--- config.mk ---
export PLATFORM = sky130hd
export DESIGN_NAME = gcd_req_driver_flat
export DESIGN_NICKNAME = d
export VERILOG_FILES = /design/src/rtl/gcd_req_driver_if.sv /design/src/rtl/gcd_req_driver.sv /design/src/flat_wrapper.sv
export SDC_FILE = /design/constraint.sdc
export NUM_CORES = 1
export LEC_CHECK = 0
export BUFFER_PORTS_ARGS = -buffer_cell sky130_fd_sc_hd__buf_2
export CORE_MARGIN = 2
export CORE_UTILIZATION = 58
export CTS_BUF_LIST = sky130_fd_sc_hd__clkbuf_4 sky130_fd_sc_hd__clkbuf_8 sky130_fd_sc_hd__clkbuf_16
export DETAILED_ROUTE_END_ITERATION = 8
export GPL_TIMING_DRIVEN = 0
export PLACE_DENSITY_LB_ADDON = 0.3
export SYNTH_ARGS = -nofsm -noshare
export SYNTH_HDL_FRONTEND = slang
export SYNTH_SLANG_ARGS = --single-unit
--- constraint.sdc ---
create_clock -name clk -period 4.8 [get_ports clk]
set_clock_uncertainty 0.2 [all_clocks]
set_input_delay 0.96 -clock clk [delete_from_list [all_inputs] [get_ports clk]]
set_output_delay 0.96 -clock clk [all_outputs]
set_load 0.005 [all_outputs]
--- src/rtl/gcd_req_driver_if.sv ---
// Handshake between the requester engine and the GCD unit.
// The driver is the master; the GCD unit (or its stand-in) is the slave.
interface gcd_req_driver_if #(
  parameter int W = 16
);
  logic [W-1:0] operand_A;
  logic [W-1:0] operand_B;
  logic         input_available;
  logic [W-1:0] result_data;
  logic         result_rdy;
  logic         result_taken;

  modport master (
    output operand_A,
    output operand_B,
    output input_available,
    output result_taken,
    input  result_data,
    input  result_rdy
  );

  modport slave (
    input  operand_A,
    input  operand_B,
    input  input_available,
    input  result_taken,
    output result_data,
    output result_rdy
  );
endinterface

--- src/rtl/gcd_req_driver.sv ---
// Requester engine for the GCD unit: buffers host operand pairs, issues one op at a time,
// queues results for the host and records per-operation latency and completion count.
module gcd_req_driver #(
  parameter int W     = 16,
  parameter int DEPTH = 4
) (
  input  logic                  clk,
  input  logic                  reset,
  input  logic                  op_valid,
  output logic                  op_ready,
  input  logic [W-1:0]          op_a,
  input  logic [W-1:0]          op_b,
  output logic                  res_valid,
  input  logic                  res_ready,
  output logic [W-1:0]          res_data,
  gcd_req_driver_if.master      gcd,
  output logic                  busy,
  output logic [15:0]           last_latency,
  output logic [15:0]           done_count
);

  localparam int AW = $clog2(DEPTH);
  localparam int CW = AW + 1;

  typedef enum logic [1:0] {IDLE, ISSUE, WAIT_RES, TAKE} state_t;

  state_t          state_reg;
  logic [W-1:0]    operand_a_reg;
  logic [W-1:0]    operand_b_reg;
  logic            input_available_reg;
  logic            result_taken_reg;
  logic [15:0]     lat_cnt_reg;
  logic [15:0]     last_latency_reg;
  logic [15:0]     done_count_reg;

  logic [W-1:0]    opa_mem [DEPTH];
  logic [W-1:0]    opb_mem [DEPTH];
  logic [AW-1:0]   opf_wr_ptr_reg;
  logic [AW-1:0]   opf_rd_ptr_reg;
  logic [CW-1:0]   opf_count_reg;

  logic [W-1:0]    res_mem [DEPTH];
  logic [AW-1:0]   resf_wr_ptr_reg;
  logic [AW-1:0]   resf_rd_ptr_reg;
  logic [AW-1:0]   resf_rd_ptr_next;
  logic [CW-1:0]   resf_count_reg;
  logic [W-1:0]    res_data_reg;

  logic            op_push;
  logic            issue;
  logic            res_push;
  logic            res_pop;

  function automatic logic [15:0] sat_inc(input logic [15:0] v);
    return (v == 16'hFFFF) ? v : v + 16'd1;
  endfunction

  assign op_ready  = (opf_count_reg != CW'(DEPTH));
  assign res_valid = (resf_count_reg != '0);
  assign op_push   = op_valid && op_ready;
  assign res_pop   = res_valid && res_ready;
  // Issuing needs a free result slot so the capture in WAIT_RES can never overflow.
  assign issue     = (state_reg == IDLE) && (opf_count_reg != '0) &&
                     (resf_count_reg != CW'(DEPTH));
  assign res_push  = (state_reg == WAIT_RES) && gcd.result_rdy;
  assign resf_rd_ptr_next = resf_rd_ptr_reg + AW'(res_pop);

  assign gcd.operand_A       = operand_a_reg;
  assign gcd.operand_B       = operand_b_reg;
  assign gcd.input_available = input_available_reg;
  assign gcd.result_taken    = result_taken_reg;
  assign res_data            = res_data_reg;
  assign busy                = (state_reg != IDLE);
  assign last_latency        = last_latency_reg;
  assign done_count          = done_count_reg;

  always_ff @(posedge clk) begin
    if (op_push) begin
      opa_mem[opf_wr_ptr_reg] <= op_a;
      opb_mem[opf_wr_ptr_reg] <= op_b;
    end
  end

  // Result storage with a registered head; an entry written into an (about to be) empty
  // FIFO bypasses the array so res_data is valid in the same cycle as res_valid.
  always_ff @(posedge clk) begin
    if (res_push) begin
      res_mem[resf_wr_ptr_reg] <= gcd.result_data;
    end
    if (res_push && ((resf_count_reg == '0) ||
                     ((resf_count_reg == CW'(1)) && res_pop))) begin
      res_data_reg <= gcd.result_data;
    end else begin
      res_data_reg <= res_mem[resf_rd_ptr_next];
    end
  end

  always_ff @(posedge clk or posedge reset) begin
    if (reset) begin
      opf_wr_ptr_reg  <= '0;
      opf_rd_ptr_reg  <= '0;
      opf_count_reg   <= '0;
      resf_wr_ptr_reg <= '0;
      resf_rd_ptr_reg <= '0;
      resf_count_reg  <= '0;
    end else begin
      if (op_push) begin
        opf_wr_ptr_reg <= opf_wr_ptr_reg + AW'(1);
      end
      if (issue) begin
        opf_rd_ptr_reg <= opf_rd_ptr_reg + AW'(1);
      end
      opf_count_reg <= opf_count_reg + CW'(op_push) - CW'(issue);
      if (res_push) begin
        resf_wr_ptr_reg <= resf_wr_ptr_reg + AW'(1);
      end
      resf_rd_ptr_reg <= resf_rd_ptr_next;
      resf_count_reg  <= resf_count_reg + CW'(res_push) - CW'(res_pop);
    end
  end

  always_ff @(posedge clk or posedge reset) begin
    if (reset) begin
      state_reg           <= IDLE;
      operand_a_reg       <= '0;
      operand_b_reg       <= '0;
      input_available_reg <= 1'b0;
      result_taken_reg    <= 1'b0;
      lat_cnt_reg         <= '0;
      last_latency_reg    <= '0;
      done_count_reg      <= '0;
    end else begin
      case (state_reg)
        IDLE: begin
          if (issue) begin
            operand_a_reg       <= opa_mem[opf_rd_ptr_reg];
            operand_b_reg       <= opb_mem[opf_rd_ptr_reg];
            input_available_reg <= 1'b1;
            lat_cnt_reg         <= '0;
            state_reg           <= ISSUE;
          end
        end
        ISSUE: begin
          input_available_reg <= 1'b0;
          state_reg           <= WAIT_RES;
        end
        WAIT_RES: begin
          lat_cnt_reg <= sat_inc(lat_cnt_reg);
          if (gcd.result_rdy) begin
            last_latency_reg <= sat_inc(lat_cnt_reg);
            result_taken_reg <= 1'b1;
            state_reg        <= TAKE;
          end
        end
        TAKE: begin
          result_taken_reg <= 1'b0;
          done_count_reg   <= done_count_reg + 16'd1;
          state_reg        <= IDLE;
        end
        default: state_reg <= IDLE;
      endcase
    end
  end

endmodule

--- src/flat_wrapper.sv ---
// flat-port wrapper written by rule: the top's interface ports become plain ports
module gcd_req_driver_flat 
#(
  parameter int W     = 16,
  parameter int DEPTH = 4
)
  (clk, reset, op_valid, op_ready, op_a, op_b, res_valid, res_ready, res_data, busy, last_latency, done_count, gcd_operand_A, gcd_operand_B, gcd_input_available, gcd_result_taken, gcd_result_data, gcd_result_rdy);
  gcd_req_driver_if #(.W(W)) gcd_i ();
  input  logic clk;
  input  logic reset;
  input  logic op_valid;
  output logic op_ready;
  input  logic [W-1:0] op_a;
  input  logic [W-1:0] op_b;
  output logic res_valid;
  input  logic res_ready;
  output logic [W-1:0] res_data;
  output logic busy;
  output logic [15:0] last_latency;
  output logic [15:0] done_count;
  output wire logic [$bits(gcd_i.operand_A)-1:0] gcd_operand_A;
  output wire logic [$bits(gcd_i.operand_B)-1:0] gcd_operand_B;
  output wire logic [$bits(gcd_i.input_available)-1:0] gcd_input_available;
  output wire logic [$bits(gcd_i.result_taken)-1:0] gcd_result_taken;
  input wire logic [$bits(gcd_i.result_data)-1:0] gcd_result_data;
  input wire logic [$bits(gcd_i.result_rdy)-1:0] gcd_result_rdy;
  assign gcd_operand_A = gcd_i.operand_A;
  assign gcd_operand_B = gcd_i.operand_B;
  assign gcd_input_available = gcd_i.input_available;
  assign gcd_result_taken = gcd_i.result_taken;
  assign gcd_i.result_data = gcd_result_data;
  assign gcd_i.result_rdy = gcd_result_rdy;
  gcd_req_driver #(.W(W), .DEPTH(DEPTH)) u_core (.clk(clk), .reset(reset), .op_valid(op_valid), .op_ready(op_ready), .op_a(op_a), .op_b(op_b), .res_valid(res_valid), .res_ready(res_ready), .res_data(res_data), .gcd(gcd_i), .busy(busy), .last_latency(last_latency), .done_count(done_count));
endmodule
* Word level (Yosys, flattened, before mapping) *
Memory sizes are Yosys's and may differ from the RTL's. A register that Yosys moved wholly into a read port is not among the register bits.
Index checks and enable logic that the tools add are counted.

word-level totals
  memory bits (read-only) = 0
  bits in latches = 0
  RAM bits = 192
  memories kept = 3
  bits in registers = 82

operators by class
  reduce and logical (&&, ||, !) cells = 22
  shifts and indexed selects = 0
  equal/unequal tests = 9
  add/subtract/negate cells = 10
  bitwise operators = 0
  multiply operators = 0
  order comparisons = 0
  divide/modulo/power cells = 0
  mux-type cells = 15

memory list
  name            depth  bits a word  rd ports  clocked after Yosys merged registers in  write ports  RTL line              text
  u_core.opa_mem  4      16           1         1                                        1            gcd_req_driver.sv:36  logic [W-1:0] opa_mem [DEPTH];
  u_core.opb_mem  4      16           1         1                                        1            gcd_req_driver.sv:37  logic [W-1:0] opb_mem [DEPTH];
  u_core.res_mem  4      16           1         0                                        1            gcd_req_driver.sv:42  logic [W-1:0] res_mem [DEPTH];

operator list
  operator               count
  $mux 16                3
  $add 16x1->16 const B  2
  $pmux 16 s2            1
  $eq 16x16->1 const B   1
  $reduce_and 2->1       6
  $pmux 2 s4             1
  $reduce_bool 2->1      4
  $logic_and 1x1->1      7
  $add 2x1->2 const B    3
  $add 3x1->3            2
  $mux 1                 6
  $ne 3x3->1 const B     2
  $reduce_bool 3->1      2
  $sub 3x1->3            2
  $eq 2x2->1 const B     2
  $mux 2                 2
  $pmux 1 s2             2
  $eq 3x1->1 const B     1
  $logic_not 3->1        1
  $add 2x1->2            1
  $eq 2x1->1 const B     1
  $logic_not 2->1        1
  $ne 2x1->1 const B     1
  $ne 2x2->1 const B     1
  $logic_or 1x1->1       1

* Logic depth before layout (Yosys ltp) *
  depth in word-level cells = 6
  mapped depth = 13
  depth with buffers taken out = 11

* Least setup slack after synthesis *
No wires, ideal clock.

  kind = input to register
  from = input port res_ready
  to = register u_core.res_data_reg[10] (netlist: u_core.res_data[10])
  slack = 1.834 ns
  data required time = 4.479 ns
  arrival = 2.645 ns
  stages on the path = 7
  cells stage by stage = nand2_1 > inv_1 > ha_1 > buf_2 > buf_2 > mux4_2 > mux2_2

on the way
  elaborated cells between the ends (all ways) = 7

RTL lines
  item                            RTL line              text
  from (decl)                     flat_wrapper.sv:16    input logic res_ready;
  $logic_and 1x1->1               gcd_req_driver.sv:61  assign res_pop = res_valid && res_ready;
  $add 2x1->2                     gcd_req_driver.sv:66  assign resf_rd_ptr_next = resf_rd_ptr_reg + AW'(res_pop);
  net u_core.resf_rd_ptr_next[0]  gcd_req_driver.sv:45  logic [AW-1:0] resf_rd_ptr_next;
  $mem_v2 4x16                    -
  $mux 16                         gcd_req_driver.sv:90  if (res_push && ((resf_count_reg == '0) ||
  to (signal assigned)            gcd_req_driver.sv:92  res_data_reg <= gcd.result_data;
  to (signal assigned)            gcd_req_driver.sv:94  res_data_reg <= res_mem[resf_rd_ptr_next];
  to (decl)                       gcd_req_driver.sv:47  logic [W-1:0] res_data_reg;

The timed path passes the listed nets, and every way through them passes these cells.
A chain may end at the register's enable or synchronous reset.

* Worst setup path in the final report *
  from = register u_core.resf_count_reg[1]
  to = register u_core.res_data_reg[7] (netlist: u_core.res_data[7])

on the way
  elaborated cells between the ends (all ways) = 10

RTL lines
  item                            RTL line               text
  from (decl)                     gcd_req_driver.sv:46   logic [CW-1:0] resf_count_reg;
  from (signal assigned)          gcd_req_driver.sv:118  resf_count_reg <= resf_count_reg + CW'(res_push) - CW'(res_pop);
  $reduce_bool 3->1               gcd_req_driver.sv:59   assign res_valid = (resf_count_reg != '0);
  $logic_and 1x1->1               gcd_req_driver.sv:61
  $add 2x1->2                     gcd_req_driver.sv:66
  net u_core.resf_rd_ptr_next[1]  gcd_req_driver.sv:45
  $mem_v2 4x16                    -
  $mux 16                         gcd_req_driver.sv:90

The timed path passes the listed nets, and every way through them passes these cells.

==> run_results.csv <==
group,metric,value,unit
power,leakagePower,5.56,nW
grt,gr-max-usage-layer,"met2",
clock_tree,htreeDepth,1,
place,port_buffers,137,
sta,hold_slack,250,ps
floorplan,dieArea,22300,um^2
grt,grt_util_met1,28.5,%
setup_path,crit_required,5020,ps
route,routed_wirelength,22400,um
yosys,synth_fp_nets,792,
grt,grtUsageMet3,4.77,%
sta,clock.fmax,313,MHz
yosys,synth_most_common_cell,"edfxtp_1",
grt,grt_pass1_wl,36300,um
route,num_vias,6649,
setup_path,cp-start-kind,"register",
route,drtIter0Drc,315,
final_layout,drive_above_1_share,36.1,%
yosys,ys_top_cells_by_area,"edfxtp_1 (47%), dfrtp_1 (20%), mux4_2 (8.8%), mux2_2 (4.7%), dfxtp_1 (2.6%)",
clock_tree,max-clock-path-buffers,3,
final_layout,top_regs,"u_core.opa_mem (64), u_core.opb_mem (64), u_core.res_mem (64)",
yosys,yosys_register_bits,306,
yosys,synth_area,12300,um^2
final_layout,nets,962,
setup_path,r2r_slack,1610,ps
sta,post-route-period-util,66.5,%
setup_path,cp_num_buf_inv,2,
sta,finalCriticalPeriod,3190,ps
setup_path,worstPathCellList,"or3_1 -> nand2_1 -> inv_1 -> ha_1 -> xor2_1 -> buf_2 -> mux4_2 -> mux2_2",
clock_tree,numCtsBuffers,30,
grt,grtUsageMet2,34.9,%
yosys,ys_warn_count,0,
sta,grt_setup_unrepaired,"false",
grt,grt_max_degree,68,
clock_tree,cts_tree,"built",
place,postPlaceCellArea,13300,um^2
clock_tree,clock_latency,540,ps
route,ant_nets,0,
grt,grt-ovfl-total,0,
power,ir_drop,390,uV
place,place_congestion,0.808,
route,first_pass_iters,4,
power,power.density,618,nW/um^2
clock_tree,postCtsHoldBufs,0,
yosys,syn_avg_cell_area,17.0,um^2
setup_path,path_class,"reg2reg",
route,wl_per_cell,18.9,um
sta,final.setup.tns,0,ps
yosys,synth_top_area_share,47.0,%
sta,setup_viol,0,
clock_tree,clk_pin_slew,60,ps
sta,relSlewSlack,40.0,%
clock_tree,ctsRootBufferMaster,"clkbuf_16",
yosys,synth_cell_types,66,
floorplan,die_h,149,um
sta,drv_slew,0,
grt,grt_pass1_vias,6767,
grt,antenna_found_initial,1,
setup_path,end_kind,"register",
route,via_per_inst,5.59,
setup_path,cp_top_family,"multiplexers",
yosys,async_reset_ff_share,32.0,%
yosys,synth_commonest_cells,"edfxtp_1 (192), dfrtp_1 (98), mux2_2 (51)",
yosys,synth_edf_count,192,
route,drc_errors,0,
final_layout,final_core_util,68.7,%
final_layout,areaGrowthSynthToFinish,17.2,%
final_layout,stdcell_area,14400,um^2
floorplan,core,20900,um^2
floorplan,die_x,149,um
clock_tree,post_cts_buffers,0,
floorplan,initial_core_util,58.7,%
setup_path,max_stage_delay,610,ps
grt,track_usage,20.9,%
yosys,synth_top_flop_cell,"edfxtp_1",
place,dpl.hpwl,14200,um
yosys,ys_seq_area_share,69.7,%
clock_tree,cts_resized,0,
final_layout,fillers,1416,
setup_path,crit_arrival,3420,ps
run,drv_cap,0,
setup_path,cp_max_fo,10,
yosys,synth_top_cell_by_area,"edfxtp_1",
clock_tree,cts_num_sinks,306,
outcome,outcome,"finished clean",
floorplan,num_rows,53,
sta,hold_viol,0,
setup_path,critPathSlowestCell,"xor2_1",
sta,worst_pin_slew,895,ps
yosys,syn-instance-count,719,
floorplan,num_io_pins,138,
min_path,hp-class,"in2async",
==> layout by cell type (no fill, tap or decap), types with 3 or more instances in the layout <==
master	n
bufinv_16	3
mux2_2	51
clkbuf_8	5
dfrtp_1	98
buf_6	3
o31ai_1	6
xor2_1	6
and3_2	4
o211ai_1	3
clkinv_2	6
clkbuf_16	31
nand4_1	9
xnor2_1	22
o21ai_0	19
nor4_1	3
and2_1	3
nand3_1	14
clkbuf_1	10
edfxtp_1	192
nand2_1	29
and3_1	9
a31oi_1	15
nor2_1	19
clkbuf_4	6
ha_1	18
clkinv_1	3
buf_2	156
nand2b_1	3
a21oi_1	10
dfxtp_1	16
or3_1	8
nor3_1	7
mux4_2	48
inv_1	25
==> kinds of logic (layout without fill, tap and decap cells) <==
| group | count (synthesis) | count (layout) | share of synthesized area [%] |
|---|---|---|---|
| DFF | 306 | 306 | 69.7 |
| and+or+nand+nor | 124 | 124 | 5.78 |
| muxes | 101 | 101 | 13.7 |
| AOI/OAI and AO/OA | 79 | 79 | 4.45 |
| buffers and inverters | 61 | 254 | 2.26 |
| xor gates and xnor gates | 28 | 28 | 2.00 |
| adders and majority gates | 20 | 20 | 2.16 |
| other | 0 | 2 | 0 |
==> per-stage QoR <==
| step | setup WS, ps | total power [mW] | instances |
|---|---|---|---|
| floorplan | 1080 | 5.69 | 719 |
| global placement | -387 | 6.51 | 1131 |
| detailed placement | 1340 | 6.59 | 1132 |
| CTS | 1540 | 9.00 | 1187 |
| global route | 1380 | 9.41 | 1187 |
| finish | 1610 | 8.87 | 1189 |
==> final cells by class <==
cell class              count  area [um^2]  share of cell area, %
inverters                  28          108                  0.749
clock inverters            13          144                   1.00
multi-input cells         352         3440                   24.0
clock buffers              42          890                   6.20
diodes                      2         5.00                 0.0349
flip-flops and latches    306         8540                   59.5
well taps                 275          344                   2.40
repair buffers            138          713                   4.97
plain buffers              33          171                   1.19
==> worst register-to-register path: stages (launching register included) <==
cell	delay (ps)
dfrtp_1	460
or3_1	390
nand2_1	130
inv_1	60
ha_1	180
xor2_1	610
buf_2	410
mux4_2	350
mux2_2	280
==> metal layers <==
layer / up-vias / part of all wire (%)
li1: 3121 / -
met1: 3336 / 43
met2: 157 / 49
met3: 35 / 6.1
met4: 0 / 2.0
met5: - / 0
==> power by group <==
group / switching [mW] / internal [mW] / total, mW
combinational: 1.35 / 1.36 / 2.71
clock: 0.942 / 1.45 / 2.39
sequential: 0.266 / 3.51 / 3.77
total: 2.56 / 6.31 / 8.87
==> final timing paths <==
kind	from	cells past startpoint	endpoint
worst max-delay path	u_core.resf_count_reg[1]$_DFF_PP0_	8	u_core.res_data[7]$_DFF_P_
min in group clk	u_core.done_count[15]$_DFFE_PP0P_	1	u_core.done_count[15]$_DFFE_PP0P_
worst max register to register	u_core.resf_count_reg[1]$_DFF_PP0_	8	u_core.res_data[7]$_DFF_P_
worst min-delay path	reset	2	u_core.gcd.operand_B[11]$_DFFE_PP0P_
worst min register to register	u_core.done_count[15]$_DFFE_PP0P_	1	u_core.done_count[15]$_DFFE_PP0P_
max in group asynchronous	reset	3	u_core.resf_rd_ptr_reg[1]$_DFF_PP0_
Note: power is estimated with default switching activity, not from simulation.
